### src/rtl/sipo_receiver_pkg.sv
// Shared definitions for the serial-in parallel-out receiver.
//   SIPO_N      : default word width
//   clog2       : counter width helper, ceil(log2(v)), minimum 1
//   sipo_n_valid: word-width sanity check, used at elaboration
package sipo_pkg;

  localparam int unsigned SIPO_N = 4;

  function automatic int unsigned clog2(input int unsigned v);
    int unsigned w;
    w = 1;
    while ((32'd1 << w) < v) w++;
    return w;
  endfunction

  function automatic bit sipo_n_valid(input int unsigned n);
    return n >= 2;
  endfunction

endpackage

### src/rtl/sipo_receiver_if.sv
// Parallel-side handshake bundle of the SIPO receiver.
//   q       : completed word
//   valid   : q holds an unconsumed word
//   overrun : sticky word-dropped flag
//   ack     : consumer accepts q
// master = receiver, slave = downstream consumer.
interface sipo_receiver_if
  import sipo_pkg::*;
#(
  parameter int unsigned N = SIPO_N
) ();

  logic [N-1:0] q;
  logic         valid;
  logic         overrun;
  logic         ack;

  modport master (output q, output valid, output overrun, input ack);
  modport slave  (input q, input valid, input overrun, output ack);

endinterface

### src/rtl/sipo_receiver_bit_counter.sv
// Bit position counter for the SIPO receiver.
//   clk, rst : clock, synchronous active-high reset
//   inc      : one bit accepted this edge
//   sync     : restart the word; the accompanying bit (if inc) is bit 0
//   cnt      : bits collected in the current word (0..N-1)
//   last_bit : cnt == N-1, the next accepted bit completes the word
module sipo_bit_counter
  import sipo_pkg::*;
#(
  parameter int unsigned N  = SIPO_N,
  parameter int unsigned CW = clog2(N)
) (
  input  logic          clk,
  input  logic          rst,
  input  logic          inc,
  input  logic          sync,
  output logic [CW-1:0] cnt,
  output logic          last_bit
);

  localparam logic [CW-1:0] LAST = CW'(N - 1);

  assign last_bit = (cnt == LAST);

  always_ff @(posedge clk) begin
    if (rst) begin
      cnt <= '0;
    end else if (sync) begin
      // The sync-edge bit is bit 0 of the new word.
      cnt <= inc ? CW'(1) : '0;
    end else if (inc) begin
      cnt <= last_bit ? '0 : cnt + CW'(1);
    end
  end

endmodule

### src/rtl/sipo_receiver.sv
// Serial-in parallel-out receiver, MSB first, with valid/ack holding
// register and sticky overrun detection.
//   clk, rst : clock, synchronous active-high reset
//   sin      : serial data, sampled when shift=1
//   shift    : accept one bit this edge
//   sync     : frame resync, current bit becomes bit 0 of a new word
//   bit_cnt  : bits collected in the current word
//   bus      : q / valid / overrun / ack handshake (master side)
module sipo_receiver
  import sipo_pkg::*;
#(
  parameter int unsigned N  = SIPO_N,
  parameter int unsigned CW = clog2(N)
) (
  input  logic                   clk,
  input  logic                   rst,
  input  logic                   sin,
  input  logic                   shift,
  input  logic                   sync,
  output logic [CW-1:0]          bit_cnt,
  sipo_receiver_if.master        bus
);

  if (!sipo_n_valid(N)) begin : g_bad_n
    $error("sipo_receiver: N must be >= 2");
  end

  logic [N-1:0] sr;
  logic [N-1:0] candidate;
  logic         last_bit;
  logic         complete;

  sipo_bit_counter #(
    .N  (N),
    .CW (CW)
  ) u_bit_counter (
    .clk      (clk),
    .rst      (rst),
    .inc      (shift),
    .sync     (sync),
    .cnt      (bit_cnt),
    .last_bit (last_bit)
  );

  assign candidate = {sr[N-2:0], sin};
  // sync zeroes the count, so with N>=2 a sync edge never completes a word.
  assign complete  = shift && last_bit && !sync;

  always_ff @(posedge clk) begin
    if (rst) begin
      sr          <= '0;
      bus.q       <= '0;
      bus.valid   <= 1'b0;
      bus.overrun <= 1'b0;
    end else begin
      if (sync) begin
        sr <= shift ? {{(N-1){1'b0}}, sin} : '0;
      end else if (shift) begin
        sr <= candidate;
      end

      if (complete) begin
        if (!bus.valid || bus.ack) begin
          bus.q     <= candidate;
          bus.valid <= 1'b1;
        end else begin
          bus.overrun <= 1'b1;
        end
      end else if (bus.valid && bus.ack) begin
        bus.valid <= 1'b0;
      end
    end
  end

endmodule

### src/flat_wrapper.sv
// flat-port wrapper written by rule: the top's interface ports become plain ports
module sipo_receiver_flat import sipo_pkg::*;
#(
  parameter int unsigned N  = SIPO_N,
  parameter int unsigned CW = clog2(N)
)
  (clk, rst, sin, shift, sync, bit_cnt, bus_q, bus_valid, bus_overrun, bus_ack);
  sipo_receiver_if #(.N(N)) bus_i ();
  input  logic clk;
  input  logic rst;
  input  logic sin;
  input  logic shift;
  input  logic sync;
  output logic [CW-1:0] bit_cnt;
  output wire logic [$bits(bus_i.q)-1:0] bus_q;
  output wire logic [$bits(bus_i.valid)-1:0] bus_valid;
  output wire logic [$bits(bus_i.overrun)-1:0] bus_overrun;
  input wire logic [$bits(bus_i.ack)-1:0] bus_ack;
  assign bus_q = bus_i.q;
  assign bus_valid = bus_i.valid;
  assign bus_overrun = bus_i.overrun;
  assign bus_i.ack = bus_ack;
  sipo_receiver #(.N(N), .CW(CW)) u_core (.clk(clk), .rst(rst), .sin(sin), .shift(shift), .sync(sync), .bit_cnt(bit_cnt), .bus(bus_i));
endmodule
### config.mk
export PLATFORM = sky130hd
export DESIGN_NAME = sipo_receiver_flat
export DESIGN_NICKNAME = d
export VERILOG_FILES = /design/src/rtl/sipo_receiver_pkg.sv /design/src/rtl/sipo_receiver_if.sv /design/src/rtl/sipo_receiver_bit_counter.sv /design/src/rtl/sipo_receiver.sv /design/src/flat_wrapper.sv
export SDC_FILE = /design/constraint.sdc
export NUM_CORES = 1
export LEC_CHECK = 0
export ABC_AREA = 1
export CORE_UTILIZATION = 29
export CTS_CLUSTER_DIAMETER = 200
export DETAILED_ROUTE_END_ITERATION = 6
export GPL_TIMING_DRIVEN = 0
export PLACE_DENSITY = 0.55
export SYNTH_ARGS = -nofsm -noshare
export SYNTH_HDL_FRONTEND = slang
export SYNTH_SLANG_ARGS = --single-unit
### constraint.sdc
create_clock -name clk -period 2.8 [get_ports clk]
set_input_delay 0.56 -clock clk [delete_from_list [all_inputs] [get_ports clk]]
set_output_delay 0.56 -clock clk [all_outputs]
set_load 0.01 [all_outputs]
==> flow_metrics.py <==
metrics = {
    "synthesis": {
        "ys_seq_elements": 11,
        "synth_area_leader_cell": "dfxtp_1",
        "synthFlopType": "dfxtp_1",
        "synth-edff-count": 0,
        "yosysTopAreaCellShare_pct": 49.0,
        "synth.area.top_cells": "dfxtp_1 (49%), nand2_1 (12%), a21oi_1 (11%)",
        "async_flop_share_pct": 0,
        "syn_area_per_cell_um2": 7.24,
        "synth_area_um2": 449,
        "syn_nets": 69,
        "synthTopCellsByCount": "nand2_1 (14), dfxtp_1 (11), a21oi_1 (10), nor2_1 (10), inv_1 (8)",
        "yosysWarningCount": 0,
        "synthCells": 62,
        "synthMostInstantiatedCell": "nand2_1",
        "ys_types": 11,
        "ys_seq_area_share_pct": 49.0,
    },
    "sta": {
        "skew_ps": 2.47,
        "fin_setup_tns_ps": 0,
        "worst_pin_slew_ps": 340,
        "finalCriticalPeriod_ps": 1740,
        "period_share_pct": 62.2,
        "rsz0062_at_grt": "no",
        "slew_headroom_pct": 77.3,
        "setup_viol": 0,
        "whs_ps": 464,
        "worst_slack_ps": 1060,
        "final_hold_viol_count": 0,
        "max_freq_mhz": 574,
        "slew_violations": 0,
    },
    "pwr": {
        "p_switching_uw": 65.9,
        "powerDensity_nw_per_um2": 474,
        "vdd_drop_max_mv": 0.288,
        "p_comb_share_pct": 7.9,
        "power.internal_uw": 225,
        "total_power_uw": 291,
        "switching_share_pct": 22.6,
        "leakage_nw": 0.246,
        "seq_power_share_pct": 55.2,
        "p_clk_share_pct": 36.9,
    },
    "critical_path": {
        "criticalPathCategory": "reg2out",
        "crit_slowest_cell": "clkdlybuf4s50_1",
        "critical_path_required_ps": 2240,
        "cp_max_fo": 4,
        "path_depth": 1,
        "arrival_ps": 1180,
        "reg2reg_setup_slack_ps": 1630,
        "end_kind": "primary output",
        "worstSetupStartpointType": "register",
        "slowest_delay_ps": 550,
        "r2r_cells": 6,
        "cp_num_buf_inv": 1,
        "critical_path.cell_chain": "clkdlybuf4s50_1",
        "path_delay_family": "buffers and inverters",
    },
    "clocking": {
        "postCtsSetupBuffers": 0,
        "cts_tree": "done",
        "root_buffer": "clkbuf_4",
        "cts_htree_levels": 1,
        "clkTransAtPathRegs_ps": 70,
        "cts_resized": 0,
        "cts_buffer_depth": 2,
        "ctsHoldBuffers": 0,
        "clk_latency_ps": 270,
        "cts_num_sinks": 11,
        "cts_buffers": 3,
    },
    "grt": {
        "grt_usage_pct": 13.0,
        "grt_pass1_vias": 345,
        "antenna_found_initial": 0,
        "grt_max_degree": 11,
        "grt_pass1_wl_um": 1350,
        "overflow": 0,
    },
    "route": {
        "ant_nets": 0,
        "wl_met2_um": 390,
        "drt_iter0_markers": 5,
        "wl_um": 859,
        "route.top_layer_used": "met3",
        "route.met3.wl_um": 61,
        "dr.pass1.iters": 2,
        "wl_per_cell_um": 9.24,
        "met1_length_um": 407,
        "vias": 428,
        "remaining_drc_errors": 0,
        "vias_per_cell": 4.60,
    },
    "finish": {
        "multiInputGateArea_um2": 195,
        "seq_area_um2": 220,
        "diodes": 0,
        "finalNonFillerCells": 93,
        "final_util_pct": 45.0,
        "finish.instance_area_um2": 614,
        "synthToLayoutAreaGrowth_pct": 36.8,
        "layout-drive-gt1-share_pct": 6.41,
        "final_nets": 86,
        "fillers": 161,
    },
    "placement": {
        "dp_slack_ps": 1060,
        "place.port_buffers": 12,
        "placed_area_um2": 588,
        "place_congestion": 0.743,
        "hpwl_um": 636,
        "numPlacedInstances": 89,
    },
    "run": {
        "max_cap_violations": 0,
    },
    "floorplanning": {
        "die_height_um": 41.4,
        "core_um2": 1370,
        "start_util_pct": 32.9,
        "dieArea_um2": 1710,
        "io_pins": 14,
        "rows": 13,
        "die_w_um": 41.4,
    },
    "worst_hold_path": {
        "hold_depth": 2,
        "hold_path.class": "reg2reg",
    },
    "outcome": {
        "status": "finished, final reports clean",
    },
}
[metal layers]
layer  up-vias  GRT usage [%]
met5         -              0
met1       193           15.0
met4         0           4.84
met3         0           9.57
li1        225              -
met2        10           18.4
[placed cells by master (no fill, tap or decap)]
cell              n
a21oi_1          10
buf_1             1
clkbuf_1          1
clkbuf_4          3
clkdlybuf4s50_1  12
dfxtp_1          11
ha_1              1
inv_1             8
nand2_1          14
nand2_2           1
nand3_1           4
nor2_1           10
nor2_4            1
o21ai_0           1
[area by class of cell]
cell class / count / area share [%]
Buffer: 1 / 0.611
Timing Repair Buffer: 12 / 19.6
Clock buffer: 4 / 4.28
Sequential cell: 11 / 35.8
Multi-Input combinational cell: 42 / 31.8
Tap cell: 15 / 3.05
Inverter: 8 / 4.89
[state kept, by name (all words and copies together) (netlist names)]
name / flops
u_core.bus.overrun: 1
u_core.sr: 3
u_core.u_bit_counter.cnt: 2
u_core.bus.q: 4
u_core.bus.valid: 1
[power groups by stage]
stage          clock network, mW  logic [mW]  registers [mW]
2_1_floorplan                  0     0.00994           0.165
3_3_place_gp                   0      0.0232           0.165
3_5_place_dp                   0      0.0232           0.165
4_1_cts                    0.113      0.0232           0.161
5_1_grt                    0.122      0.0261           0.161
6_report                   0.108      0.0229           0.161
[worst reg2reg max path, cell delays in order (launching register included)]
cell     delay (ps)
dfxtp_1         370
ha_1            200
nand2_2          70
nor2_4          210
nand3_1         110
nand2_1          80
nor2_1           40
[path summary, 6_finish.rpt]
kind                                            start                      endpoint
max          u_core.u_bit_counter.cnt[0]$_SDFFE_PP0P_                    bit_cnt[0]
min                         u_core.sr[2]$_SDFFE_PP0P_     u_core.sr[2]$_SDFFE_PP0P_
max reg2reg  u_core.u_bit_counter.cnt[0]$_SDFFE_PP0P_  u_core.bus.q[2]$_SDFFE_PP0P_
min reg2reg                 u_core.sr[2]$_SDFFE_PP0P_     u_core.sr[2]$_SDFFE_PP0P_
[kinds of logic after synthesis]
logic type | after synthesis | synth area share [%]
adders and majority gates | 1 | 2.79
AOI/OAI and AO/OA | 11 | 12.3
buffers and inverters | 9 | 7.52
DFF | 11 | 49.0
and+or+nand+nor | 30 | 28.4
(Power assumes the default switching activity.)
